--- src/rtl/decode_stage.sv ---
// Instruction decode stage: register file, operand selection, RAW hazard
// detection against the instruction in execute, and stall/flush/bubble control.
module decode_stage #(
  parameter logic [4:0] NOP_OP = 5'b00011,
  parameter int         NREG   = 8
) (
  input  logic        clk,
  input  logic        rst_n,
  input  logic [15:0] instr_if,
  input  logic        if_valid,
  output logic        id_ready,
  input  logic        ex_stall,
  input  logic        flush,
  input  logic        wb_en,
  input  logic [2:0]  wb_addr,
  input  logic [7:0]  wb_data,
  output logic [4:0]  op_dec,
  output logic [7:0]  A,
  output logic [7:0]  B,
  output logic [2:0]  rd_dec,
  output logic        wr_en_dec,
  output logic        valid_dec
);

  logic [7:0] rf_q [NREG];

  logic [4:0] op_q, op_d;
  logic [7:0] a_q, a_d;
  logic [7:0] b_q, b_d;
  logic [2:0] rdDec_q, rdDec_d;
  logic       wrEnDec_q, wrEnDec_d;
  logic       validDec_q, validDec_d;

  logic [4:0] opc;
  logic [2:0] rdIdx;
  logic [2:0] rsIdx;
  logic [7:0] imm8;
  logic       readsRd;
  logic       readsRs;
  logic       isImm;
  logic       wrEn;
  logic [7:0] opA;
  logic [7:0] opB;
  logic       hazard;

  assign opc   = instr_if[15:11];
  assign rdIdx = instr_if[10:8];
  assign rsIdx = instr_if[7:5];
  assign imm8  = instr_if[7:0];

  always_comb begin
    readsRd = 1'b0;
    case (opc)
      5'b00000, 5'b00001, 5'b00100, 5'b00101, 5'b00110,
      5'b01000, 5'b01001, 5'b01100, 5'b01101, 5'b01110,
      5'b10100, 5'b10101, 5'b10111,
      5'b11001, 5'b11010, 5'b11011: readsRd = 1'b1;
      default:                      readsRd = 1'b0;
    endcase
  end

  assign readsRs = (opc[4:3] == 2'b00) || (opc >= 5'b11001 && opc <= 5'b11011);
  assign isImm   = (opc[4:3] == 2'b01);

  always_comb begin
    wrEn = 1'b0;
    if (opc[4:3] == 2'b00)
      wrEn = (opc != 5'b00011);
    else if (opc[4:3] == 2'b01)
      wrEn = (opc != 5'b01011);
    else if (opc == 5'b10110)
      wrEn = 1'b1;
    else if (opc >= 5'b11001 && opc <= 5'b11011)
      wrEn = 1'b1;
  end

  // Register file reads see stored contents only; a same-cycle writeback
  // becomes visible the following cycle.
  assign opA = readsRd ? rf_q[rdIdx] : 8'h00;
  assign opB = readsRs ? rf_q[rsIdx] : (isImm ? imm8 : 8'h00);

  assign hazard = if_valid && validDec_q && wrEnDec_q &&
                  ((readsRd && rdIdx == rdDec_q) || (readsRs && rsIdx == rdDec_q));

  assign id_ready = rst_n & ~ex_stall & ~hazard;

  always_comb begin
    op_d       = NOP_OP;
    a_d        = 8'h00;
    b_d        = 8'h00;
    rdDec_d    = 3'd0;
    wrEnDec_d  = 1'b0;
    validDec_d = 1'b0;
    if (flush) begin
      op_d = NOP_OP;
    end else if (ex_stall) begin
      op_d       = op_q;
      a_d        = a_q;
      b_d        = b_q;
      rdDec_d    = rdDec_q;
      wrEnDec_d  = wrEnDec_q;
      validDec_d = validDec_q;
    end else if (hazard) begin
      op_d = NOP_OP;
    end else if (if_valid) begin
      op_d       = opc;
      a_d        = opA;
      b_d        = opB;
      rdDec_d    = rdIdx;
      wrEnDec_d  = wrEn;
      validDec_d = 1'b1;
    end
  end

  // Writeback proceeds through stall and flush; only reset blocks it.
  always_ff @(posedge clk) begin
    if (!rst_n) begin
      op_q       <= NOP_OP;
      a_q        <= 8'h00;
      b_q        <= 8'h00;
      rdDec_q    <= 3'd0;
      wrEnDec_q  <= 1'b0;
      validDec_q <= 1'b0;
      for (int i = 0; i < NREG; i++) rf_q[i] <= 8'h00;
    end else begin
      op_q       <= op_d;
      a_q        <= a_d;
      b_q        <= b_d;
      rdDec_q    <= rdDec_d;
      wrEnDec_q  <= wrEnDec_d;
      validDec_q <= validDec_d;
      if (wb_en) rf_q[wb_addr] <= wb_data;
    end
  end

  assign op_dec    = op_q;
  assign A         = a_q;
  assign B         = b_q;
  assign rd_dec    = rdDec_q;
  assign wr_en_dec = wrEnDec_q;
  assign valid_dec = validDec_q;

endmodule

--- config.mk ---
export PLATFORM = sky130hd
export DESIGN_NAME = decode_stage
export DESIGN_NICKNAME = d
export VERILOG_FILES = /design/src/rtl/decode_stage.sv
export SDC_FILE = /design/constraint.sdc
export NUM_CORES = 1
export LEC_CHECK = 0
export CELL_PAD_IN_SITES_DETAIL_PLACEMENT = 0
export CELL_PAD_IN_SITES_GLOBAL_PLACEMENT = 1
export CORE_MARGIN = 2
export CORE_UTILIZATION = 41
export CTS_BUF_LIST = sky130_fd_sc_hd__clkbuf_16
export CTS_CLUSTER_DIAMETER = 50
export DETAILED_ROUTE_END_ITERATION = 10
export HOLD_SLACK_MARGIN = 0.15
export MAX_ROUTING_LAYER = met4
export PLACE_DENSITY = 0.77
export SLEW_MARGIN = 20
export SYNTH_ARGS = -nofsm -noshare
export SYNTH_HDL_FRONTEND = slang
export SYNTH_SLANG_ARGS = --single-unit
--- constraint.sdc ---
create_clock -name clk -period 1.9 [get_ports clk]
set_input_delay 0.19 -clock clk [delete_from_list [all_inputs] [get_ports clk]]
set_output_delay 0.19 -clock clk [all_outputs]
set_load 0.01 [all_outputs]
# After elaboration in Yosys (flattened, before gate mapping)
# Memories as Yosys holds them, arrays and structs flattened.
# Index checks and enable logic that the tools add are counted.
# Widths: inputs -> output; s select.
[classes]
n_mux = 26
bitwise_logic = 5
reduce_logical = 11
order_cmp = 2
eq_ne = 6
[op_table]
columns = ["cell", "n"]
rows = [
  ["$mux 8", 8],
  ["$mux 1", 13],
  ["$mux 5", 2],
  ["$mux 3", 3],
  ["$reduce_or 8->1", 1],
  ["$eq 3x3->1", 2],
  ["$logic_and 1x1->1", 6],
  ["$eq 5x5->1 const B", 1],
  ["$ge 5x5->1 const B", 1],
  ["$le 5x5->1 const B", 1],
  ["$ne 5x2->1 const B", 1],
  ["$ne 5x4->1 const B", 1],
  ["$not 1->1", 3],
  ["$and 1x1->1", 2],
  ["$eq 2x1->1 const B", 1],
  ["$logic_not 2->1", 1],
  ["$logic_or 1x1->1", 2],
  ["$reduce_or 2->1", 1],
]
[word_totals]
memories = 2
ram_bits = 64
word_cells = 58
out_inout_bits = 27
rom_bits = 32
register_bits = 26
inputBits = 33
[memory_table]
columns = ["name", "depth", "word_bits", "rd", "rd_ports_with_merged_regs", "wr", "line_no", "text"]
rows = [
  ["rf_q", 8, 8, 2, 0, 8, "25", "logic [7:0] rf_q [NREG];"],
  ["(name not given)", 32, 1, 1, 0, 0, "53", "case (opc)"],
]

# Depth between registers and ports, before layout
[depth]
depth_word = 8
depth_mapped = 7
mapped_depth_nobuf = 5

# Worst setup path before layout
# No wires, ideal clock.
[synth_path]
path_kind = "input to register"
from = "in instr_if[8]"
to = "reg a_q[1], in the netlist A[1]"
stages = 5
t_arrival_ns = 1.705
setup_slack_ns = 0.078
t_required_ns = 1.783
setup_time_ns = 0.117
cell_sequence = "buf_2 > buf_2 > mux4_2 > mux2_2 > a22o_1"
[synth_between]
elab_chain_cells = 5
[synth_lines]
columns = ["element", "line_no", "text"]
rows = [
  ["start, declared", "9", "input logic [15:0] instr_if,"],
  ["parallel branches: the longest is 4 deep, another holds $mem_v2 8x8", "-", ""],
  ["$mux 8 (*)", "103", "end else if (hazard) begin"],
  ["end signal, assigned", "119", "a_q <= 8'h00;"],
  ["end signal, assigned", "127", "a_q <= a_d;"],
  ["end, declared", "28", "logic [7:0] a_q, a_d;"],
]
# Every way passes the cells marked *.
# A chain may end at the register's enable or synchronous reset.

# Worst setup path in the final report
[layout_path]
from = "in instr_if[15]"
to = "out id_ready"
[layout_between]
elab_chain_cells = 8
[layout_lines]
columns = ["element", "line_no", "text"]
rows = [
  ["parallel branches: the longest is 4 deep, another holds $mem_v2 32x1", "-", ""],
  ["$logic_or 1x1->1 (*)", "83", "((readsRd && rdIdx == rdDec_q) || (readsRs && rsIdx == rdDec_q));"],
  ["$logic_and 1x1->1 (*)", "82", "assign hazard = if_valid && validDec_q && wrEnDec_q &&"],
  ["$not 1->1 (*)", "85", "assign id_ready = rst_n & ~ex_stall & ~hazard;"],
  ["$and 1x1->1 (*)", "85", ""],
  ["end, declared", "11", "output logic id_ready,"],
]
# Marked as above.

==> impl_results.md <==
* CP arrival at around 1.7 ns
* Area contributors post-synth: edfxtp_1 (42%), mux4_2 (15%), dfxtp_1 (11%)
* Required time worst endpoint at roughly 1.7 ns
* DR vias at between 3,000 and 4,000
* CP Class: in2out
* Yosys cell types at 40
* Final Core Density at a little under three fifths
* Worst slew pin tran at about 0.30 ns
* Post-synth top area share at 42.16%
* N_diodes at 0
* Pwr/cell area at a little under 800 nW/um^2
* Ys flop type: edfxtp_1
* Met2 WL at about 5.5 mm
* Ys async rst share at 0%
* CTS tree: built
* Clk root buf: clkbuf_16
* Vias in the first global route at approximately 3,100
* Area delta synth->final at 31.18%
* Fmax at 529.7 MHz
* CP delay by family, top: buffers and inverters
* Path type of the worst min-delay path: in2reg
* # fillers at between 900 and 1,000
* Worst Path Buf+Inv at 2
* Num CTS Buffers at 9
* Core ar. at roughly 11,000 um^2
* Final hold vios at 0
* Slew headroom at 80.08%
* Largest net degree at the start of global routing at 23
* Clk_lat worst skew at approximately 0.35 ns
* Top Metal Used: met4
* Buffers added on ports at a little under 60
* Maxcap violations at 0
* Die ar. at around 12,000 um^2
* Ports at 60
* Register area share after synthesis at a little over half
* CP max-delay cell: clkdlybuf4s50_1
* Warnings, synthesis at 0
* Post-route ant nets at 0
* GRT Resource Usage Total at 19.80%
* Final Cell Area at about 6000 um^2
* Max FO, Critical Path at 4
* Met3 routed WL at between 400 and 500 um
* Met1 WL at between 4 and 5 mm
* Starting density of the core at 42.05%
* Share of layout cells above drive strength 1 at roughly a quarter
* Critical-path cell list: clkdlybuf4s50_1 > nand2b_1 > o2111ai_1 > nor3_2 > nor4b_2 > clkdlybuf4s15_2
* Antenna violations before repair at 0
* Mean Syn Cell Area at around 14 um^2
* FF+latch count, synth at 90
* Nets at about 460
* Clock sinks at 90
* Post-Syn Instances at between 300 and 400
* Clock Pin Slew Worst Setup and Hold Paths at approximately 0.07 ns
* Drt pass-1 iters at 4
* Critical Path End Type: output port
* Static leakage at 2.194 nW
* Routed vias/inst at 5.420
* Status: completed
* Hpwl dp at roughly 8.5 mm
* Placed inst area at ~5700 um^2
* Residual DRC at 0
* Die Y at between 100 and 150 um
* Worst Skew at approximately 0.0069 ns
* Mapped cell area at 4558 um^2
* Critical Path Source Type: primary input
* Worst-case clock buffer depth at 2
* Ratio of final minimum period to clock period at slightly below 100%
* Max Transition Viols Final at 0
* Synth area leader: edfxtp_1
* Post-CTS Setup Bufs at 0
* Tot Pwr at 4.602 mW
* Initial DRC Count at around 230
* H-tree levels at 3
* Max stage delay on crit path at ~0.46 ns
* Width of the die at between 100 and 150 um
* Drt total wl at roughly 11 mm
* VDD IR max at 0.0004319 V
* Number of synthesized flops with an enable pin at 64
* GP Congestion at between 0.8 and 0.9
* RSZ-0062 raised after global routing: true
* Fin crit period at 1.888 ns
* Routed wire length per instance at ~19 um
* Core Rows at 38
* Setup Viol. Count Final at 0
* GR Overflow Total at 0
* First-pass GRT wire length at 16.94 mm
* Syn nets at approximately 360
-- flip-flops by register name (all words and copies together) (netlist names) --
register,count
op_dec,5
B,8
rf_q,64
rd_dec,3
wr_en_dec,1
A,8
valid_dec,1
-- cells by family after synthesis --
family,synth area share [%]
flops,53.58
compound gates,8.428
mux,18.64
simple gates,15.56
buf+inv,2.251
xor+xnor,1.537
-- per-layer routing --
layer,GRT usage [%],vias up
met3,3.260,11
met1,24.60,1561
li1,-,1467
met5,-,-
met2,32.94,83
met4,6.872,0
-- through the flow --
step	std cells	TNS (ns)	hold WS, ns	setup WS [ns]
floorplan	329	0	0.3180	0.07801
global placement	560	-6.368	0.4590	-0.4557
detailed placement	560	-6.974	0.4652	-0.4829
CTS	576	-0.01242	0.3726	-0.01242
global route	576	-0.02445	0.2211	-0.02445
finish	576	0	0.1935	0.01203
-- synth_stat cells (5+ instances only) --
library cell / number
o21ai_0: 16
buf_2: 7
xnor2_1: 6
dfxtp_1: 26
edfxtp_1: 64
clkbuf_1: 7
mux2i_1: 5
a21oi_1: 8
nand2b_1: 6
mux2_2: 9
nor2_1: 12
and2_1: 66
nand2_1: 7
mux4_2: 31
a22o_1: 19
-- timing repair --
action / 4_1_cts / 5_1_grt
hold buffers: 0 / 0
pin swaps: 1 / 2
resized for setup: 7 / 5
gates cloned: 0 / 0
endpoints found under the setup margin: 2 / 2
-- area by class of cell --
type | instances | area [um^2] | share of cell area (%)
inverter | 3 | 11.26 | 0.1883
tap | 140 | 175.2 | 2.929
multi-input combinational | 219 | 2022 | 33.81
clock buffer | 9 | 225.2 | 3.766
clock inverter | 7 | 66.31 | 1.109
timing repair buffer | 108 | 1036 | 17.33
sequential | 90 | 2444 | 40.87
-- path summary, 6_finish.rpt --
kind | startpoint | end | slack (ns) | cells past startpoint
setup / recovery | instr_if[15] | id_ready | 0.01 | 6
hold reg to reg | op_dec[2] | op_dec[2] | 0.48 | 1
hold / removal | instr_if[12] | op_dec[1] | 0.19 | 3
setup reg to reg | wr_en_dec | B[6] | 0.17 | 7
-- power breakdown --
part / internal, mW / total (mW) / switching (mW)
Clock: 0.923 / 1.75 / 0.825
Combinational: 0.335 / 0.588 / 0.252
Sequential: 2.20 / 2.27 / 0.0663
-- cell usage in the layout, fill, tap and decap left out, types with 2 or more instances in the layout --
cell / netlist / layout
inv_1: 2 / 2
clkinvlp_4: 0 / 2
mux4_2: 31 / 31
nor2b_1: 4 / 3
nand3_1: 3 / 3
mux2_2: 9 / 9
clkdlybuf4s50_1: 0 / 54
buf_4: 1 / 43
a32o_1: 4 / 4
a21oi_1: 8 / 8
dfxtp_1: 26 / 25
inv_8: 0 / 3
a22o_1: 19 / 19
dlymetal6s2s_1: 0 / 3
and2_1: 66 / 66
nand2b_1: 6 / 6
clkbuf_16: 0 / 9
inv_6: 0 / 2
nor3_1: 4 / 4
buf_12: 0 / 5
xor2_1: 2 / 2
edfxtp_1: 64 / 64
o21ai_0: 16 / 16
xnor2_1: 6 / 6
mux2i_1: 5 / 5
nand2_1: 7 / 7
nor2_1: 12 / 12
-- worst reg2reg max path: stages, from the launching register on --
cell and delay [ns]:
dfxtp_1 0.36, and3_1 0.20, nand3_1 0.12, nor4b_4 0.29, buf_4 0.21, nor4_4 0.06
buf_12 0.14, a32o_1 0.25
No activity file was read; power rests on OpenSTA's default activity.
